$ cat src/rtl/sha512_arbiter.sv
// sha512_arbiter: round-robin sequencer sharing one sha512 core among NumReq
// requesters. It grants the core, streams the owner's words into the core FIFO,
// captures the digest and scrubs the core (sha_en low) between jobs.
// Optional stall watchdog in Stream: define SHA512_ARB_WDOG_EN.
// fifo_rdata_o layout: data in [71:8], byte mask in [7:0].
module sha512_arbiter #(
  parameter int NumReq     = 2,
  parameter int WdogCycles = 1024
) (
  input  logic                     clk_i,
  input  logic                     rst_ni,
  input  logic [NumReq-1:0]        req_i,
  input  logic [NumReq-1:0][127:0] msg_len_i,
  input  logic [NumReq-1:0]        in_valid_i,
  input  logic [NumReq-1:0][63:0]  in_data_i,
  input  logic [NumReq-1:0][7:0]   in_mask_i,
  input  logic [NumReq-1:0]        in_last_i,
  output logic [NumReq-1:0]        in_ready_o,
  output logic [NumReq-1:0]        grant_o,
  output logic [NumReq-1:0]        done_o,
  output logic [NumReq-1:0]        abort_o,
  output logic [511:0]             digest_o,
  output logic                     sha_en_o,
  output logic                     hash_start_o,
  output logic                     hash_process_o,
  input  logic                     hash_done_i,
  output logic [127:0]             message_length_o,
  output logic                     fifo_rvalid_o,
  output logic [71:0]              fifo_rdata_o,
  input  logic                     fifo_rready_i,
  input  logic [7:0][63:0]         digest_i
);

  localparam int IdxW = (NumReq > 1) ? $clog2(NumReq) : 1;

  typedef enum logic [2:0] {
    Idle, Start, Stream, Process, WaitDone, Done, Clear
  } state_e;

  state_e          state_reg, state_next;
  logic [IdxW-1:0] owner_reg, owner_next;
  logic [IdxW-1:0] ptr_reg, ptr_next;
  logic [127:0]    len_reg, len_next;
  logic [511:0]    digest_reg, digest_next;

  logic            pick_found;
  logic [IdxW-1:0] pick_idx;
  logic            owner_req, owner_valid, owner_last;
  logic            job_active, grant_active, stream_live;
  logic            beat_accept, job_drop, wdog_fire;

  // Requester index base+off, wrapping modulo NumReq.
  function automatic logic [IdxW-1:0] wrap_add(input logic [IdxW-1:0] base, input int off);
    int sum;
    sum = int'(base) + off;
    if (sum >= NumReq) sum = sum - NumReq;
    return IdxW'(sum);
  endfunction

  assign owner_req    = req_i[owner_reg];
  assign owner_valid  = in_valid_i[owner_reg];
  assign owner_last   = in_last_i[owner_reg];
  assign job_active   = (state_reg == Start) || (state_reg == Stream) ||
                        (state_reg == Process) || (state_reg == WaitDone);
  assign grant_active = job_active || (state_reg == Done);
  // A dropped request kills the stream handshake in the same cycle.
  assign stream_live  = (state_reg == Stream) && owner_req;
  assign beat_accept  = stream_live && owner_valid && fifo_rready_i;

`ifdef SHA512_ARB_WDOG_EN
  logic [31:0] wdog_reg, wdog_next;

  // Stall counter: counts Stream cycles without an accepted beat.
  always_comb begin
    wdog_next = wdog_reg + 32'd1;
    if (state_reg != Stream || beat_accept) wdog_next = '0;
  end

  // Stall counter register.
  always_ff @(posedge clk_i or negedge rst_ni) begin
    if (!rst_ni) wdog_reg <= '0;
    else         wdog_reg <= wdog_next;
  end

  assign wdog_fire = (state_reg == Stream) && !beat_accept &&
                     (wdog_reg == 32'(WdogCycles - 1));
`else
  logic unused_wdog_cfg;
  assign unused_wdog_cfg = ^WdogCycles;
  assign wdog_fire = 1'b0;
`endif

  // Round-robin pick: lowest requesting index at or above ptr.
  always_comb begin
    pick_found = 1'b0;
    pick_idx   = '0;
    for (int i = 0; i < NumReq; i++) begin
      if (!pick_found && req_i[wrap_add(ptr_reg, i)]) begin
        pick_found = 1'b1;
        pick_idx   = wrap_add(ptr_reg, i);
      end
    end
  end

  // Next-state logic; an abort overrides the normal transition.
  always_comb begin
    state_next  = state_reg;
    owner_next  = owner_reg;
    ptr_next    = ptr_reg;
    len_next    = len_reg;
    digest_next = digest_reg;
    job_drop    = 1'b0;
    case (state_reg)
      Idle: begin
        if (pick_found) begin
          owner_next = pick_idx;
          len_next   = msg_len_i[pick_idx];
          state_next = Start;
        end
      end
      Start:    state_next = (len_reg == '0) ? Process : Stream;
      Stream:   if (beat_accept && owner_last) state_next = Process;
      Process:  state_next = WaitDone;
      WaitDone: begin
        if (hash_done_i) begin
          digest_next = digest_i;
          state_next  = Done;
        end
      end
      Done: begin
        ptr_next   = wrap_add(owner_reg, 1);
        state_next = Clear;
      end
      Clear:    state_next = Idle;
      default:  state_next = Idle;
    endcase
    if (job_active && (!owner_req || wdog_fire)) begin
      job_drop    = 1'b1;
      ptr_next    = wrap_add(owner_reg, 1);
      digest_next = digest_reg;
      state_next  = Clear;
    end
  end

  // State, owner, pointer, latched length and captured digest.
  always_ff @(posedge clk_i or negedge rst_ni) begin
    if (!rst_ni) begin
      state_reg  <= Idle;
      owner_reg  <= '0;
      ptr_reg    <= '0;
      len_reg    <= '0;
      digest_reg <= '0;
    end else begin
      state_reg  <= state_next;
      owner_reg  <= owner_next;
      ptr_reg    <= ptr_next;
      len_reg    <= len_next;
      digest_reg <= digest_next;
    end
  end

  // Per-requester decode of grant, handshake and status pulses.
  for (genvar gi = 0; gi < NumReq; gi++) begin : g_req
    logic is_owner;
    assign is_owner       = (owner_reg == IdxW'(gi));
    assign grant_o[gi]    = grant_active && is_owner;
    assign in_ready_o[gi] = stream_live && is_owner && fifo_rready_i;
    assign done_o[gi]     = (state_reg == Done) && is_owner;
    assign abort_o[gi]    = job_drop && is_owner;
  end

  assign sha_en_o         = (state_reg != Idle) && (state_reg != Clear);
  assign hash_start_o     = (state_reg == Start);
  assign hash_process_o   = (state_reg == Process);
  assign fifo_rvalid_o    = stream_live && owner_valid;
  assign fifo_rdata_o     = stream_live ? {in_data_i[owner_reg], in_mask_i[owner_reg]} : '0;
  assign message_length_o = len_reg;
  assign digest_o         = digest_reg;

endmodule

$ cat config.mk
export PLATFORM = sky130hd
export DESIGN_NAME = sha512_arbiter
export DESIGN_NICKNAME = d
export VERILOG_FILES = /design/src/rtl/sha512_arbiter.sv
export SDC_FILE = /design/constraint.sdc
export NUM_CORES = 1
export LEC_CHECK = 0
export BUFFER_PORTS_ARGS = -buffer_cell sky130_fd_sc_hd__buf_2
export CELL_PAD_IN_SITES_DETAIL_PLACEMENT = 1
export CELL_PAD_IN_SITES_GLOBAL_PLACEMENT = 2
export CORE_AREA = 4 4 632 634
export CTS_CLUSTER_DIAMETER = 80
export DETAILED_ROUTE_END_ITERATION = 10
export DIE_AREA = 0 0 636 638
export GPL_TIMING_DRIVEN = 1
export PLACE_DENSITY = 0.34
export REMOVE_ABC_BUFFERS = 1
export SETUP_SLACK_MARGIN = 0.02
export SLEW_MARGIN = 20
export SYNTH_ARGS = -nofsm -noshare
export SYNTH_HDL_FRONTEND = slang
export SYNTH_SLANG_ARGS = --single-unit
$ cat constraint.sdc
create_clock -name clk_i -period 2.25 [get_ports clk_i]
set_input_delay 0.45 -clock clk_i [delete_from_list [all_inputs] [get_ports clk_i]]
set_output_delay 0.45 -clock clk_i [all_outputs]
set_load 0.01 [all_outputs]
==> results.sh, run 1 <==
export IMPL_status="finished with violations"
export IMPL_violations="negative setup slack"
export IMPL_worst_setup_path_end_kind="primary output"
export IMPL_htreeDepth=3
export IMPL_slew_viol_final=0
export IMPL_power_static_leakage_nw=25.6
export IMPL_cts_buffers=100
export IMPL_grt_use_total_pct=12.4
export IMPL_largest_reg_flops=512
export IMPL_mostFrequentLayoutCell="buf_2"
export IMPL_cp_data_required_time_ns=1.80
export IMPL_final_setup_viol_count=448
export IMPL_placed_cells=8842
export IMPL_grt_overflow=0
export IMPL_worstRegToRegCells=10
export IMPL_finalWorstSetupSlack_ns=-0.794
export IMPL_startpoint_type="flop"
export IMPL_syn2layout_area_growth_pct=109
export IMPL_vias_per_cell=2.75
export IMPL_max_cap_violations=0
export IMPL_drc=0
export IMPL_finalCritPeriodShare_pct=135
export IMPL_grt_first_pass_wirelength_mm=331
export IMPL_cts_buffer_depth=4
export IMPL_ant_nets=0
export IMPL_syn_area_sq_um=26200
export IMPL_final_cell_mix="1562 x buf_2, 645 x dfrtp_1, 601 x dlygate4sd3_1"
export IMPL_cts_sinks=645
export IMPL_layout_nets=5275
export IMPL_hold_viol=0
export IMPL_grt_start_max_net_pins=83
export IMPL_tightest_slew_ns=0.609
export IMPL_ys_flop_type="dfrtp_1"
export IMPL_synth_seq_area_share_pct=61.6
export IMPL_initial_core_util_pct=6.64
export IMPL_drive_above_1_share_pct=60.7
export IMPL_num_vias=26663
export IMPL_grt_pass1_vias=29840
export IMPL_whs_path_depth=2
export IMPL_antenna_found_initial=96
export IMPL_synth_async_sr_flop_share_pct=100
export IMPL_stdcell_count=9703
export IMPL_drt_pass1_iter_count=5
export IMPL_max_freq_mhz=328
export IMPL_synth_edf_count=0
export IMPL_synth_seq_cells=645
export IMPL_drt_total_wl_mm=265
export IMPL_ir_drop_mv=0.683
export IMPL_hold_class="input pin to flop"
export IMPL_p_total_mw=66.5
export IMPL_clock_root_buffer="clkbuf_16"
export IMPL_ys_warnings_count=0
export IMPL_crit_fanout=26
export IMPL_initialDrtViolationCount=1072
export IMPL_core_area_sq_um=394000
export IMPL_setup_tns_ns=-68.31
export IMPL_wl_per_cell_um=27.3
export IMPL_hold_ws_ns=0.0849
export IMPL_path_class="flop to primary output"
export IMPL_slew_headroom_pct=59.0
export IMPL_synth_cell_types=32
export IMPL_die_w_um=636
export IMPL_io_buffer_count=1645
export IMPL_insertion_delay_ns=0.82
export IMPL_dpl_worst_slack_ns=-0.247
export IMPL_die_y_um=638
export IMPL_pin_count=1646
export IMPL_arrival_ns=2.59
export IMPL_cts_tree="yes"
export IMPL_rsz0062_at_grt="yes"
export IMPL_synthCells=1844
export IMPL_rows=231
export IMPL_dp_hpwl_mm=230
export IMPL_utilization_pct=13.9
export IMPL_skew_ns=0.0388
export IMPL_dieArea_sq_um=406000
export IMPL_clkTransAtPathRegs_ns=0.06
export IMPL_dpl_cell_area_sq_um=43700
export IMPL_gp_congestion=0.834
export IMPL_fin_area_sq_um=54700
export IMPL_final_min_clock_period_ns=3.04
export IMPL_power_density_nw_per_um2=1210
export IMPL_synth_avg_cell_area_sq_um=14.2
repair_timing:
action	4_1_cts	5_1_grt
endpoints found under the setup margin	91	435
hold buffers	601	0
endpoints found under the hold margin	695	0
pin swaps	13	16
setup buffers	26	22
gates resized for setup	137	65
cloned	5	13
final timing paths:
check	startpoint	end	slack (ns)
max	state_reg[0]	fifo_rdata_o[45]	-0.79
min	digest_i[89]	digest_o[89]	0.08
max reg2reg	state_reg[1]	digest_o[40]	-0.08
min reg2reg	digest_o[324]	digest_o[324]	0.50
max in group asynchronous	rst_ni	digest_o[438]	1.06
min in group asynchronous	rst_ni	digest_o[381]	0.27
cell families (layout without fill, tap and decap cells):
family | Yosys count | count (layout) | share of synthesized area, %
AND/OR/NAND/NOR | 211 | 211 | 3.65
multiplexers | 642 | 642 | 27.0
buffers and inverters | 124 | 2707 | 2.39
flip-flops | 645 | 645 | 61.6
AO/OA/AOI/OAI | 222 | 222 | 5.35
other | 0 | 34 | 0
synth_stat cells, types with 3 or more instances:
cell      instances  area share [%]
nor4_1           33            0.79
dfrtp_1         645              62
and2_1            3           0.072
and3_1            3           0.072
inv_1             4           0.057
o21bai_1          3           0.086
nand3_1           3           0.057
a22o_1           72             2.4
o21ai_0         134             2.6
mux2i_1         130             5.0
nor2_1            7            0.10
clkbuf_1         29            0.42
buf_6             7            0.30
buf_2            83             1.6
a31oi_1           3           0.072
nand2_1         140             2.0
mux2_2          512              22
nor3_1            5           0.096
nand4_1           7            0.17
a21oi_1           5           0.096
routing by layer:
layer | vias up | wire (um) | global-route usage (%)
met1 | 13631 | 109000 | 15.0
met4 | 54 | 5090 | 2.09
met3 | 252 | 17000 | 3.31
met2 | 1029 | 133000 | 22.3
li1 | 11697 | - | -
met5 | - | 356 | 0
worst max-delay path: stages (launching register included):
cell	delay, ns
dfrtp_1	0.38
or3b_4	0.45
nor2_4	0.12
buf_12	0.16
buf_16	0.20
a22o_2	0.26
buf_12	0.16
area by class of cell:
class / count / area, sq um
Clock inverter: 36 / 350
Multi-Input combinational cell: 1075 / 10100
Inverter: 4 / 21.3
Sequential cell: 645 / 16100
Antenna cell: 34 / 85.1
Clock buffer: 140 / 2890
Timing Repair Buffer: 2527 / 18600
Fill cell: 45910 / 339000
Tap cell: 5242 / 6560
power breakdown:
group / leakage [nW] / switching (mW) / total (mW) / internal [mW]
Clock: 1.61 / 6.46 / 15.8 / 9.32
Sequential: 7.98 / 4.06 / 21.2 / 17.1
Combinational: 16.0 / 16.5 / 29.5 / 13.0
Note: power is estimated with default switching activity, not from simulation.
==> inputs of run 2 (changes only) <==
--- a/config.mk
+++ b/config.mk
@@ -16,6 +16,7 @@
 export PLACE_DENSITY = 0.34
 export REMOVE_ABC_BUFFERS = 1
 export SETUP_SLACK_MARGIN = 0.02
+export SKIP_LAST_GASP = 1
 export SLEW_MARGIN = 20
 export SYNTH_ARGS = -nofsm -noshare
 export SYNTH_HDL_FRONTEND = slang
==> run 2 against run 1 <==
The flow still finishes with violations (negative setup slack); total power about the same; sequential share of layout area barely moved; non-clock buffer count is 10 higher; sequential cell count stayed put; clock power about the same; critical path type unchanged; critical endpoint is now fifo_rdata_o[59].
==> results.sh, run 2 (synthesized netlist as in run 1, its figures left out) <==
export IMPL_grt_start_max_net_pins=83
export IMPL_setup_tns_ns=-70.94
export IMPL_final_cell_mix="1570 x buf_2, 645 x dfrtp_1, 601 x dlygate4sd3_1"
export IMPL_cp_data_required_time_ns=1.80
export IMPL_cts_buffers=100
export IMPL_r2r_setup_slack_ns=-0.12
export IMPL_largest_reg_flops=512
export IMPL_tightest_slew_ns=0.558
export IMPL_insertion_delay_ns=0.82
export IMPL_hold_class="input pin to flop"
export IMPL_clkTransAtPathRegs_ns=0.06
export IMPL_pin_count=1646
export IMPL_max_freq_mhz=329
export IMPL_crit_fanout=9
export IMPL_wl_per_cell_um=27.6
export IMPL_die_y_um=638
export IMPL_finalWorstSetupSlack_ns=-0.790
export IMPL_cp_cell_sequence="or3b_4 -> nor2_4 -> buf_12 -> buf_16 -> clkbuf_16 -> a22o_1 -> buf_12"
export IMPL_final_min_clock_period_ns=3.04
export IMPL_max_cap_violations=0
export IMPL_path_class="flop to primary output"
export IMPL_grt_first_pass_wirelength_mm=331
export IMPL_clock_root_buffer="clkbuf_16"
export IMPL_p_total_mw=66.5
export IMPL_cp_num_buf_inv=4
export IMPL_dieArea_sq_um=406000
export IMPL_antenna_found_initial=98
export IMPL_startpoint_type="flop"
export IMPL_dpl_cell_area_sq_um=43700
export IMPL_rows=231
export IMPL_hold_viol=0
export IMPL_grt_use_total_pct=12.4
export IMPL_rsz0062_at_grt="yes"
export IMPL_placed_cells=8842
export IMPL_cpMostUsedCell="buf_12"
export IMPL_hp_start="digest_i[89]"
export IMPL_core_area_sq_um=394000
export IMPL_cts_sinks=645
export IMPL_utilization_pct=13.9
export IMPL_slew_headroom_pct=62.5
export IMPL_vias_per_cell=2.75
export IMPL_cp_slowest_stage_delay_ns=0.45
export IMPL_num_vias=26706
export IMPL_grt_pass1_vias=29827
export IMPL_drt_pass1_iter_count=5
export IMPL_worstReg2RegEnd="digest_o[289]"
export IMPL_cts_tree="yes"
export IMPL_io_buffer_count=1645
export IMPL_cts_buffer_depth=4
export IMPL_power_density_nw_per_um2=1210
export IMPL_crit_cells=7
export IMPL_drt_total_wl_mm=268
export IMPL_finalCritPeriodShare_pct=135
export IMPL_worstRegToRegCells=10
export IMPL_dp_hpwl_mm=230
export IMPL_htreeDepth=3
export IMPL_r2r_start="state_reg[1]"
export IMPL_slowest_stage="or3b_4"
export IMPL_whs_path_depth=2
export IMPL_drive_above_1_share_pct=60.6
export IMPL_layout_nets=5285
export IMPL_slew_viol_final=0
export IMPL_violations="negative setup slack"
export IMPL_drc=0
export IMPL_gp_congestion=0.834
export IMPL_status="finished with violations"
export IMPL_initial_core_util_pct=6.64
export IMPL_hold_ws_ns=0.0770
export IMPL_arrival_ns=2.59
export IMPL_ir_drop_mv=0.681
export IMPL_dpl_worst_slack_ns=-0.247
export IMPL_syn2layout_area_growth_pct=109
export IMPL_critPathTopFamily="buffers and inverters"
export IMPL_power_static_leakage_nw=25.6
export IMPL_final_setup_viol_count=386
export IMPL_grt_overflow=0
export IMPL_die_w_um=636
export IMPL_worst_setup_path_end_kind="primary output"
export IMPL_worstHoldEndpoint="digest_o[89]"
export IMPL_stdcell_count=9716
export IMPL_mostFrequentLayoutCell="buf_2"
export IMPL_ant_nets=0
export IMPL_skew_ns=0.0414
export IMPL_fin_area_sq_um=54800
export IMPL_initialDrtViolationCount=1111
run 2: cell count changes in the layout (fill, tap and decap cells not counted), moves of 3 or more:
cell | previous run | this run
a22o_4 | 51 | 43
buf_16 | 10 | 14
diode_2 | 34 | 37
buf_12 | 120 | 110
buf_2 | 1562 | 1570
a22o_1 | 19 | 27
clkbuf_16 | 109 | 116
run 2: timing repair:
action,4_1_cts,5_1_grt
hold buffers,601,0
resized for setup,121,70
endpoints found under the setup margin,91,492
pin swaps,13,17
gates cloned,5,23
buffers inserted,26,25
hold endpoints to repair,695,0
run 2: final cells by class:
type	count	area [sq um]
fill	45901	339000
timing repair buffer	2537	18700
sequential	645	16100
multi-input combinational	1075	10000
tap	5242	6560
clock buffer	140	2890
clock inverter	36	350
antenna	37	92.6
inverter	4	18.8
run 2: worst reg2reg max path: stages, from the launching register on:
cell	delay (ns)
dfrtp_1	0.40
buf_8	0.18
nor2_4	0.17
buf_4	0.13
buf_4	0.11
buf_4	0.11
nand4_4	0.19
buf_12	0.23
clkbuf_16	0.20
clkbuf_16	0.26
mux2_2	0.28
run 2: where the power goes:
group | switching, mW | internal, mW
clock | 6.48 | 9.32
combinational | 16.6 | 12.9
sequential | 4.07 | 17.1
run 2: worst max path at each step:
stage / from / end
5_1_grt: state_reg[0] / fifo_rdata_o[4]
3_5_place_dp: req_i[0] / message_length_o[44]
3_3_place_gp: req_i[0] / message_length_o[58]
6_report: state_reg[0] / fifo_rdata_o[59]
2_1_floorplan: g_req[1].is_owner / digest_o[0]
4_1_cts: state_reg[0] / fifo_rdata_o[43]
run 2: routing by layer:
| layer | vias up | share of wire (%) | global-route usage [%] |
|---|---|---|---|
| met1 | 13646 | 41 | 14.9 |
| met3 | 242 | 6.3 | 3.33 |
| met4 | 50 | 1.7 | 2.20 |
| met2 | 1044 | 50 | 22.3 |
| li1 | 11724 | - | - |
| met5 | - | 0.12 | 0 |
